<file path="config.mk">
export PLATFORM = sky130hd
export DESIGN_NAME = pipe_skid_latch
export DESIGN_NICKNAME = d
export VERILOG_FILES = /design/src/rtl/cpu_types_pkg.sv /design/src/rtl/pipe_latch_if.sv /design/src/rtl/sat_counter.sv /design/src/rtl/pipe_skid_latch.sv
export SDC_FILE = /design/constraint.sdc
export NUM_CORES = 1
export LEC_CHECK = 0
export CAP_MARGIN = 40
export CELL_PAD_IN_SITES_DETAIL_PLACEMENT = 0
export CELL_PAD_IN_SITES_GLOBAL_PLACEMENT = 1
export CORE_MARGIN = 3
export CORE_UTILIZATION = 30
export DETAILED_ROUTE_END_ITERATION = 10
export PLACE_DENSITY_LB_ADDON = 0.1
export SETUP_SLACK_MARGIN = 0.2
export SYNTH_ARGS = -nofsm -noshare
export SYNTH_HDL_FRONTEND = slang
export SYNTH_SLANG_ARGS = --single-unit
</file>
<file path="constraint.sdc">
create_clock -name CLK -period 2.1 [get_ports CLK]
set_clock_uncertainty 0.15 [all_clocks]
set_input_delay 0.21 -clock CLK [delete_from_list [all_inputs] [get_ports CLK]]
set_output_delay 0.21 -clock CLK [all_outputs]
set_load 0.02 [all_outputs]
</file>
<file path="src/rtl/cpu_types_pkg.sv">
// Shared CPU datapath types: machine word and pipeline-latch occupancy state.
package cpu_types_pkg;

  localparam int WORD_BITS = 32;

  typedef logic [WORD_BITS-1:0] word_t;

  // Encoding doubles as the entry count shown on the occupancy port.
  typedef enum logic [1:0] {
    PL_EMPTY = 2'd0,
    PL_ONE   = 2'd1,
    PL_TWO   = 2'd2
  } pl_state_t;

endpackage

</file>
<file path="src/rtl/pipe_latch_if.sv">
// Handshake bundle for one pipeline stage boundary.
interface pipe_latch_if #(
  parameter int DATA_W = 64
);
  logic              in_valid;
  logic              in_ready;
  logic [DATA_W-1:0] in_data;
  logic              flush;
  logic              out_valid;
  logic              out_ready;
  logic [DATA_W-1:0] out_data;

  modport up    (output in_valid, output in_data, output flush, input in_ready);
  modport down  (input out_valid, input out_data, output out_ready);
  modport latch (input in_valid, input in_data, input flush, input out_ready,
                 output in_ready, output out_valid, output out_data);
endinterface

</file>
<file path="src/rtl/sat_counter.sv">
// Saturating up-counter with synchronous active-high clear.
module sat_counter #(
  parameter int CNT_W = 16
) (
  input  logic             clk,
  input  logic             rst,
  input  logic             en,
  output logic [CNT_W-1:0] cnt
);

  logic [CNT_W-1:0] cnt_q;
  logic [CNT_W-1:0] cnt_d;

  // Next count: step by one while enabled, stick at all-ones.
  always_comb begin
    cnt_d = cnt_q;
    if (en && (cnt_q != {CNT_W{1'b1}})) begin
      cnt_d = cnt_q + CNT_W'(1);
    end
  end

  // Count register.
  always_ff @(posedge clk) begin
    if (rst) begin
      cnt_q <= '0;
    end else begin
      cnt_q <= cnt_d;
    end
  end

  assign cnt = cnt_q;

endmodule

</file>
<file path="src/rtl/pipe_skid_latch.sv">
// Pipeline stage latch with valid/ready handshake, flush, optional two-entry
// skid buffer and a saturating downstream-stall counter.
module pipe_skid_latch
  import cpu_types_pkg::*;
#(
  parameter int WORD_W  = 32,
  parameter int NFIELDS = 2,
  parameter int SKID    = 1,
  parameter int CNT_W   = 16
) (
  input  logic                        CLK,
  input  logic                        RST,
  input  logic                        in_valid,
  output logic                        in_ready,
  input  logic [NFIELDS*WORD_W-1:0]   in_data,
  input  logic                        flush,
  output logic                        out_valid,
  input  logic                        out_ready,
  output logic [NFIELDS*WORD_W-1:0]   out_data,
  output logic [1:0]                  occupancy,
  output logic [CNT_W-1:0]            stall_cnt
);

  localparam int DATA_W = NFIELDS * WORD_W;

  pipe_latch_if #(.DATA_W(DATA_W)) hs ();

  assign hs.in_valid  = in_valid;
  assign hs.in_data   = in_data;
  assign hs.flush     = flush;
  assign hs.out_ready = out_ready;
  assign in_ready     = hs.in_ready;
  assign out_valid    = hs.out_valid;
  assign out_data     = hs.out_data;

  pl_state_t         state_q, state_d;
  logic [DATA_W-1:0] main_q, main_d;
  logic [DATA_W-1:0] skid_q, skid_d;
  logic              in_fire;
  logic              out_fire;
  logic              stall_en;

  assign hs.out_valid = (state_q != PL_EMPTY);
  assign hs.out_data  = main_q;
  assign occupancy    = 2'(state_q);

  assign in_fire  = hs.in_valid & hs.in_ready;
  assign out_fire = hs.out_valid & hs.out_ready;

  generate
    if (SKID != 0) begin : g_skid
      logic in_ready_q;
      logic in_ready_d;

      // Upstream ready is registered so backpressure never propagates combinationally.
      always_comb begin
        in_ready_d = (state_d != PL_TWO);
      end

      // Ready register; accepting is the idle condition after reset.
      always_ff @(posedge CLK) begin
        if (RST) begin
          in_ready_q <= 1'b1;
        end else begin
          in_ready_q <= in_ready_d;
        end
      end

      assign hs.in_ready = in_ready_q;
    end else begin : g_noskid
      assign hs.in_ready = !hs.out_valid | hs.out_ready;
    end
  endgenerate

  // Occupancy state machine: flush empties, otherwise move entries main<-skid<-in.
  // Vacated registers are zeroed so an empty output always presents a NOP.
  always_comb begin
    state_d = state_q;
    main_d  = main_q;
    skid_d  = skid_q;
    if (hs.flush) begin
      state_d = PL_EMPTY;
      main_d  = '0;
      skid_d  = '0;
    end else begin
      case (state_q)
        PL_EMPTY: begin
          if (in_fire) begin
            state_d = PL_ONE;
            main_d  = hs.in_data;
          end
        end
        PL_ONE: begin
          if (in_fire && out_fire) begin
            main_d = hs.in_data;
          end else if (in_fire) begin
            state_d = PL_TWO;
            skid_d  = hs.in_data;
          end else if (out_fire) begin
            state_d = PL_EMPTY;
            main_d  = '0;
          end
        end
        PL_TWO: begin
          if (out_fire) begin
            state_d = PL_ONE;
            main_d  = skid_q;
            skid_d  = '0;
          end
        end
        default: begin
          state_d = PL_EMPTY;
          main_d  = '0;
          skid_d  = '0;
        end
      endcase
    end
  end

  // State and data registers; reset discards every held entry.
  always_ff @(posedge CLK) begin
    if (RST) begin
      state_q <= PL_EMPTY;
      main_q  <= '0;
      skid_q  <= '0;
    end else begin
      state_q <= state_d;
      main_q  <= main_d;
      skid_q  <= skid_d;
    end
  end

  assign stall_en = hs.out_valid & !hs.out_ready & !hs.flush;

  sat_counter #(.CNT_W(CNT_W)) u_stall_cnt (
    .clk (CLK),
    .rst (RST),
    .en  (stall_en),
    .cnt (stall_cnt)
  );

endmodule
</file>
==> reports/qor.yml, run 1 <==
synthCells: 622
die_x_um: 147.3
grt_pass1_vias: 5296
ioPinCount: 153
seqPwrFrac_pct: 43.6
synth_simple_gate_area_share_pct: 21.29
routabilityCongestion: 0.7781
slowest_delay_ps: 640
clock_sinks: 147
worstPathMaxFanout: 6
cts_root_buffer: "clkbuf_16"
drv_slew: 0
cts.path.max_buffers: 2
tightest_slew_ps: 339.4
overflow: 0
slew_headroom_pct: 77.37
synthAdderAreaFrac_pct: 0.2089
cts_hold_buffers: 0
synth_compound_area_share_pct: 13.69
final_util_pct: 44.15
synth_top_area_share_pct: 49.14
drt_first_iter_violations: 489
crit_chain: "clkdlybuf4s50_1"
maxCapViolations: 0
post-route-drc-count: 0
portBuffers: 152
cts_max_level: 4
syn_nets: 692
p_int_mw: 4.992
power_density_nw_per_um2: 763.2
p_clk_share_pct: 45.8
finalPower_mw: 6.579
antenna_found_initial: 0
crit_slowest_cell: "clkdlybuf4s50_1"
share_comb_of_total_power_pct: 10.6
die_h_um: 147.3
synthMostInstantiatedCell: "dfxtp_1"
synth_mux_area_share_pct: 11.43
start_util_pct: 30.67
ys_seq_area_share_pct: 49.14
wire_per_inst_um: 16.80
arrival_ps: 1470
synth_top_family_by_area: "simple AND/OR/NAND/NOR gates"
crit_type: "flip-flop to primary output"
synth_top_area_cell: "dfxtp_1"
fin_crit_ps: 1830
nets: 843
ys_warn_count: 0
setup_viol: 0
grt_use_total_pct: 15.98
coreArea_sq_um: 19530
critPathBufInv: 1
ys_types: 45
yosys-top-cells-count: "dfxtp_1 (147), nor2_1 (139), mux2i_1 (65)"
ir_drop_mv: 0.5565
grt_max_degree: 67
rows: 51
p_switching_mw: 1.587
postRouteAntennaNets: 0
vias: 5370
ys_top_cells_by_area: "dfxtp_1 (49%), mux2i_1 (11%), a222oi_1 (11%)"
crit_path_end_kind: "primary output"
cts_tree: "yes"
ys_ff_latch: 147
hold_violations: 0
crit_family: "buffers and inverters"
netlist_area_sq_um: 5988
synth-edff-count: 0
grt_setup_unrepaired: "yes"
cts-buffers-inserted: 17
grt_pass1_wl_um: 27950
status: "complete, no violations"
fmax_mhz: 546.6
viasPerCell: 5.114
die-area_sq_um: 21690
synth_area_per_cell_sq_um: 9.627
dp_hpwl_um: 11060
firstDrtPassIters: 7
start_kind: "flip-flop"
ys.flop_type: "dfxtp_1"
cellLeakagePower_nw: 3.152
fill_cells: 1921
switching_share_pct: 24.12
clock_latency_ps: 420
syn_to_final_growth_pct: 43.96
post_synth_xor_area_fraction_pct: 0.2925
clk_pin_slew_ps: 60
drive_gt1_share_pct: 10.83
num_antenna_cells: 0
wirelength_um: 17640
hold_path.class: "primary input to flip-flop"
required_ps: 1740
synthArstFlopShare_pct: 0
post-route-period-util_pct: 87.12
logic make-up after synthesis:
family	after synthesis
and+or+nand+nor	256
DFF	147
AOI/OAI and AO/OA	91
muxes	68
buffers and inverters	57
xor gates and xnor gates	2
adders and majority gates	1
per-stage QoR:
stage | cells | area (sq um) | hold slack [ps] | setup slack [ps] | TNS (ps)
global placement | 1016 | 7994 | 320.8 | 14.22 | 0
finish | 1050 | 8621 | 296.3 | 270.5 | 0
CTS | 1047 | 8567 | 270.8 | 189.5 | 0
global route | 1050 | 8621 | 301.9 | 165.5 | 0
detailed placement | 1016 | 7994 | 333.6 | -38.41 | -802.7
floorplan | 622 | 5991 | 149.9 | 218.4 | 0
worst paths after layout:
kind / startpoint / endpoint / slack [ps] / cells after the start
max: u_stall_cnt.cnt[6] / stall_cnt[6] / 270 / 1
min reg2reg: skid_q[53] / skid_q[53] / 340 / 2
min: in_data[54] / out_data[54] / 300 / 3
max reg2reg: u_stall_cnt.cnt[0] / u_stall_cnt.cnt[2] / 290 / 6
area by class of cell:
| cell class | instances | area [sq um] | share of cell area, % |
|---|---|---|---|
| Clock buffer | 19 | 452.9 | 5.254 |
| Multi-Input combinational cell | 418 | 2867 | 33.25 |
| Clock inverter | 12 | 132.6 | 1.538 |
| Tap cell | 265 | 331.6 | 3.846 |
| Sequential cell | 147 | 2945 | 34.17 |
| Timing Repair Buffer | 184 | 1872 | 21.71 |
| Inverter | 5 | 20.02 | 0.2322 |
registers in the layout, indices dropped and copies added (netlist names):
name,count
u_stall_cnt.cnt,16
out_data,64
occupancy,2
in_ready,1
skid_q,64
power by group through the flow:
stage / registers, mW / clock network, mW / logic [mW]
floorplan: 2.97 / 0 / 0.289
global placement: 2.93 / 0 / 0.701
detailed placement: 2.93 / 0 / 0.705
CTS: 2.86 / 3.11 / 0.706
global route: 2.87 / 3.22 / 0.756
finish: 2.87 / 3.01 / 0.699
cells in the final DEF, fill, tap and decap left out, types with 3 or more instances in the layout:
master,instances
clkbuf_16,17
clkinv_4,3
a21oi_1,9
inv_1,4
buf_4,23
mux2i_1,65
and2_0,4
and2_1,60
nor2_2,3
a222oi_1,64
nand2_1,9
dlygate4sd2_1,10
dfxtp_1,145
clkinv_2,4
nand3_1,5
nand4_1,5
or4_1,5
clkinvlp_4,3
buf_12,9
nor2b_1,4
clkdlybuf4s50_1,138
dlymetal6s2s_1,4
o31ai_1,5
nor2_1,137
routing by layer:
layer / GRT usage, % / part of all wire (%) / vias to the layer above
li1: - / - / 2582
met3: 4.318 / 5.2 / 11
met2: 26.43 / 47 / 153
met5: 0 / 0 / -
met1: 20.66 / 46 / 2624
met4: 4.380 / 0.96 / 0
what timing repair did:
item                       4_1_cts  5_1_grt
resized for setup               10       10
setup endpoints to repair       10       11
pin swaps                        0        2
setup buffers                    0        3
(Power assumes the default switching activity.)
==> run 2: changes to the inputs <==
- MAX_ROUTING_LAYER: not set -> met4
==> reports/qor.yml, run 2 (synthesis gave the netlist of run 1 again) <==
cts_tree: "yes"  # unchanged
grt_use_total_pct: 16.44  # was 15.98%
ir_drop_mv: 0.5563  # was 0.5565 mV
crit_chain: "clkdlybuf4s50_1"  # unchanged
cts.path.max_buffers: 2  # unchanged
crit_slowest_cell: "clkdlybuf4s50_1"  # unchanged
die-area_sq_um: 21690  # unchanged
grt_pass1_wl_um: 27920  # was 27,950 um
coreArea_sq_um: 19530  # unchanged
nets: 843  # unchanged
setup_viol: 0  # unchanged
postRouteAntennaNets: 0  # unchanged
clk_pin_slew_ps: 60  # about the same
crit_path_end_kind: "primary output"  # unchanged
grt_setup_unrepaired: "yes"  # unchanged
cts_root_buffer: "clkbuf_16"  # unchanged
overflow: 0  # unchanged
hold_slack_ps: 296.7  # was 296.3 ps
firstDrtPassIters: 5  # was 7
required_ps: 1740  # about the same
cellLeakagePower_nw: 3.152  # unchanged
post-route-period-util_pct: 87.16  # was 87.12%
start_kind: "flip-flop"  # unchanged
grt_max_degree: 67  # unchanged
critPathBufInv: 1  # unchanged
clock_latency_ps: 420  # about the same
rows: 51  # unchanged
post-route-drc-count: 0  # unchanged
fmax_mhz: 546.3  # was 546.6 MHz
drv_slew: 0  # unchanged
die_h_um: 147.3  # unchanged
layout.cells.most_common_list: "dfxtp_1 (145), clkdlybuf4s50_1 (138), nor2_1 (137), mux2i_1 (65), a222oi_1 (64)"  # unchanged
dp_hpwl_um: 11060  # unchanged
slew_headroom_pct: 77.16  # was 77.37%
grt_pass1_vias: 5311  # was 5,296
fin_crit_ps: 1830  # about the same
dpl_cell_area_sq_um: 7994  # unchanged
vias: 5371  # was 5,370
crit_family: "buffers and inverters"  # unchanged
wirelength_um: 17690  # was 17,640 um
syn_to_final_growth_pct: 43.96  # unchanged
wire_per_inst_um: 16.85  # was 16.80 um
hold_violations: 0  # unchanged
ioPinCount: 153  # unchanged
worstPathMaxFanout: 6  # unchanged
drive_gt1_share_pct: 10.83  # unchanged
drt_first_iter_violations: 511  # was 489
design_area_sq_um: 8621  # unchanged
crit_type: "flip-flop to primary output"  # unchanged
antenna_found_initial: 0  # unchanged
viasPerCell: 5.115  # was 5.114
hold_path.class: "primary input to flip-flop"  # unchanged
finalPower_mw: 6.582  # was 6.579 mW
clock_sinks: 147  # unchanged
cts_max_level: 4  # unchanged
maxCapViolations: 0  # unchanged
cts-buffers-inserted: 17  # unchanged
portBuffers: 152  # unchanged
arrival_ps: 1470  # about the same
status: "complete, no violations"  # unchanged
final_common_cell: "dfxtp_1"  # unchanged
num_antenna_cells: 0  # unchanged
slowest_delay_ps: 640  # about the same
start_util_pct: 30.67  # unchanged
die_x_um: 147.3  # unchanged
routabilityCongestion: 0.7888  # was 0.7781
tightest_slew_ps: 342.7  # was 339.4 ps
power_density_nw_per_um2: 763.5  # was 763.2 nW/um^2
[run 2: cell counts in the layout (fill, tap and decap cells not counted)]
No cell type changed its count.
[run 2: worst register-to-register path: stages, from the launching register on]
cell,delay [ps]
dfxtp_2,370
ha_1,240
nand3_2,140
nor4_4,310
buf_4,200
nor2_2,60
a311oi_1,250
[run 2: final cells by class]
type                            count  area [sq um]
Clock inverter                     12         132.6
Sequential cell                   147          2945
Timing Repair Buffer              184          1872
Fill cell                        1921         10910
Multi-Input combinational cell    418          2867
Clock buffer                       19         452.9
Inverter                            5         20.02
Tap cell                          265         331.6
[run 2: metal layers]
layer / part of all wire [%] / wire [um] / track usage [%] / vias up
met1: 47 / 8261 / 20.74 / 2636
met4: 0.97 / 171 / 4.380 / 0
met5: 0 / 0 / - / -
li1: - / - / - / 2577
met3: 5.0 / 892 / 4.072 / 11
met2: 47 / 8366 / 26.50 / 147
[run 2: worst paths after layout]
check | from | end | slack, ps | cells after the start
min | in_data[54] | out_data[54] | 300 | 3
min reg2reg | skid_q[53] | skid_q[53] | 340 | 2
max | u_stall_cnt.cnt[6] | stall_cnt[6] | 270 | 1
max reg2reg | u_stall_cnt.cnt[0] | u_stall_cnt.cnt[2] | 290 | 6
[run 2: repair_timing]
action                                  4_1_cts  5_1_grt
pin swaps                                     0        2
hold buffers                                  0        0
buffers inserted                              0        3
hold endpoints to repair                      0        0
endpoints found under the setup margin       10       11
resized for setup                            10       10
[run 2: stage by stage]
stage	utilization, %	setup TNS, ps	std cells	setup slack, ps
finish	44.15	0	1050	269.6
global route	44.15	0	1050	165.5
CTS	43.87	0	1047	189.5
detailed placement	40.94	-802.7	1016	-38.41
global placement	40.94	0	1016	14.22
floorplan	-	0	622	218.4
[run 2: power breakdown]
part	internal [mW]	switching (mW)	total (mW)
Clock	1.81	1.21	3.02
Sequential	2.83	0.0305	2.87
Combinational	0.350	0.350	0.700
Total	4.99	1.59	6.58
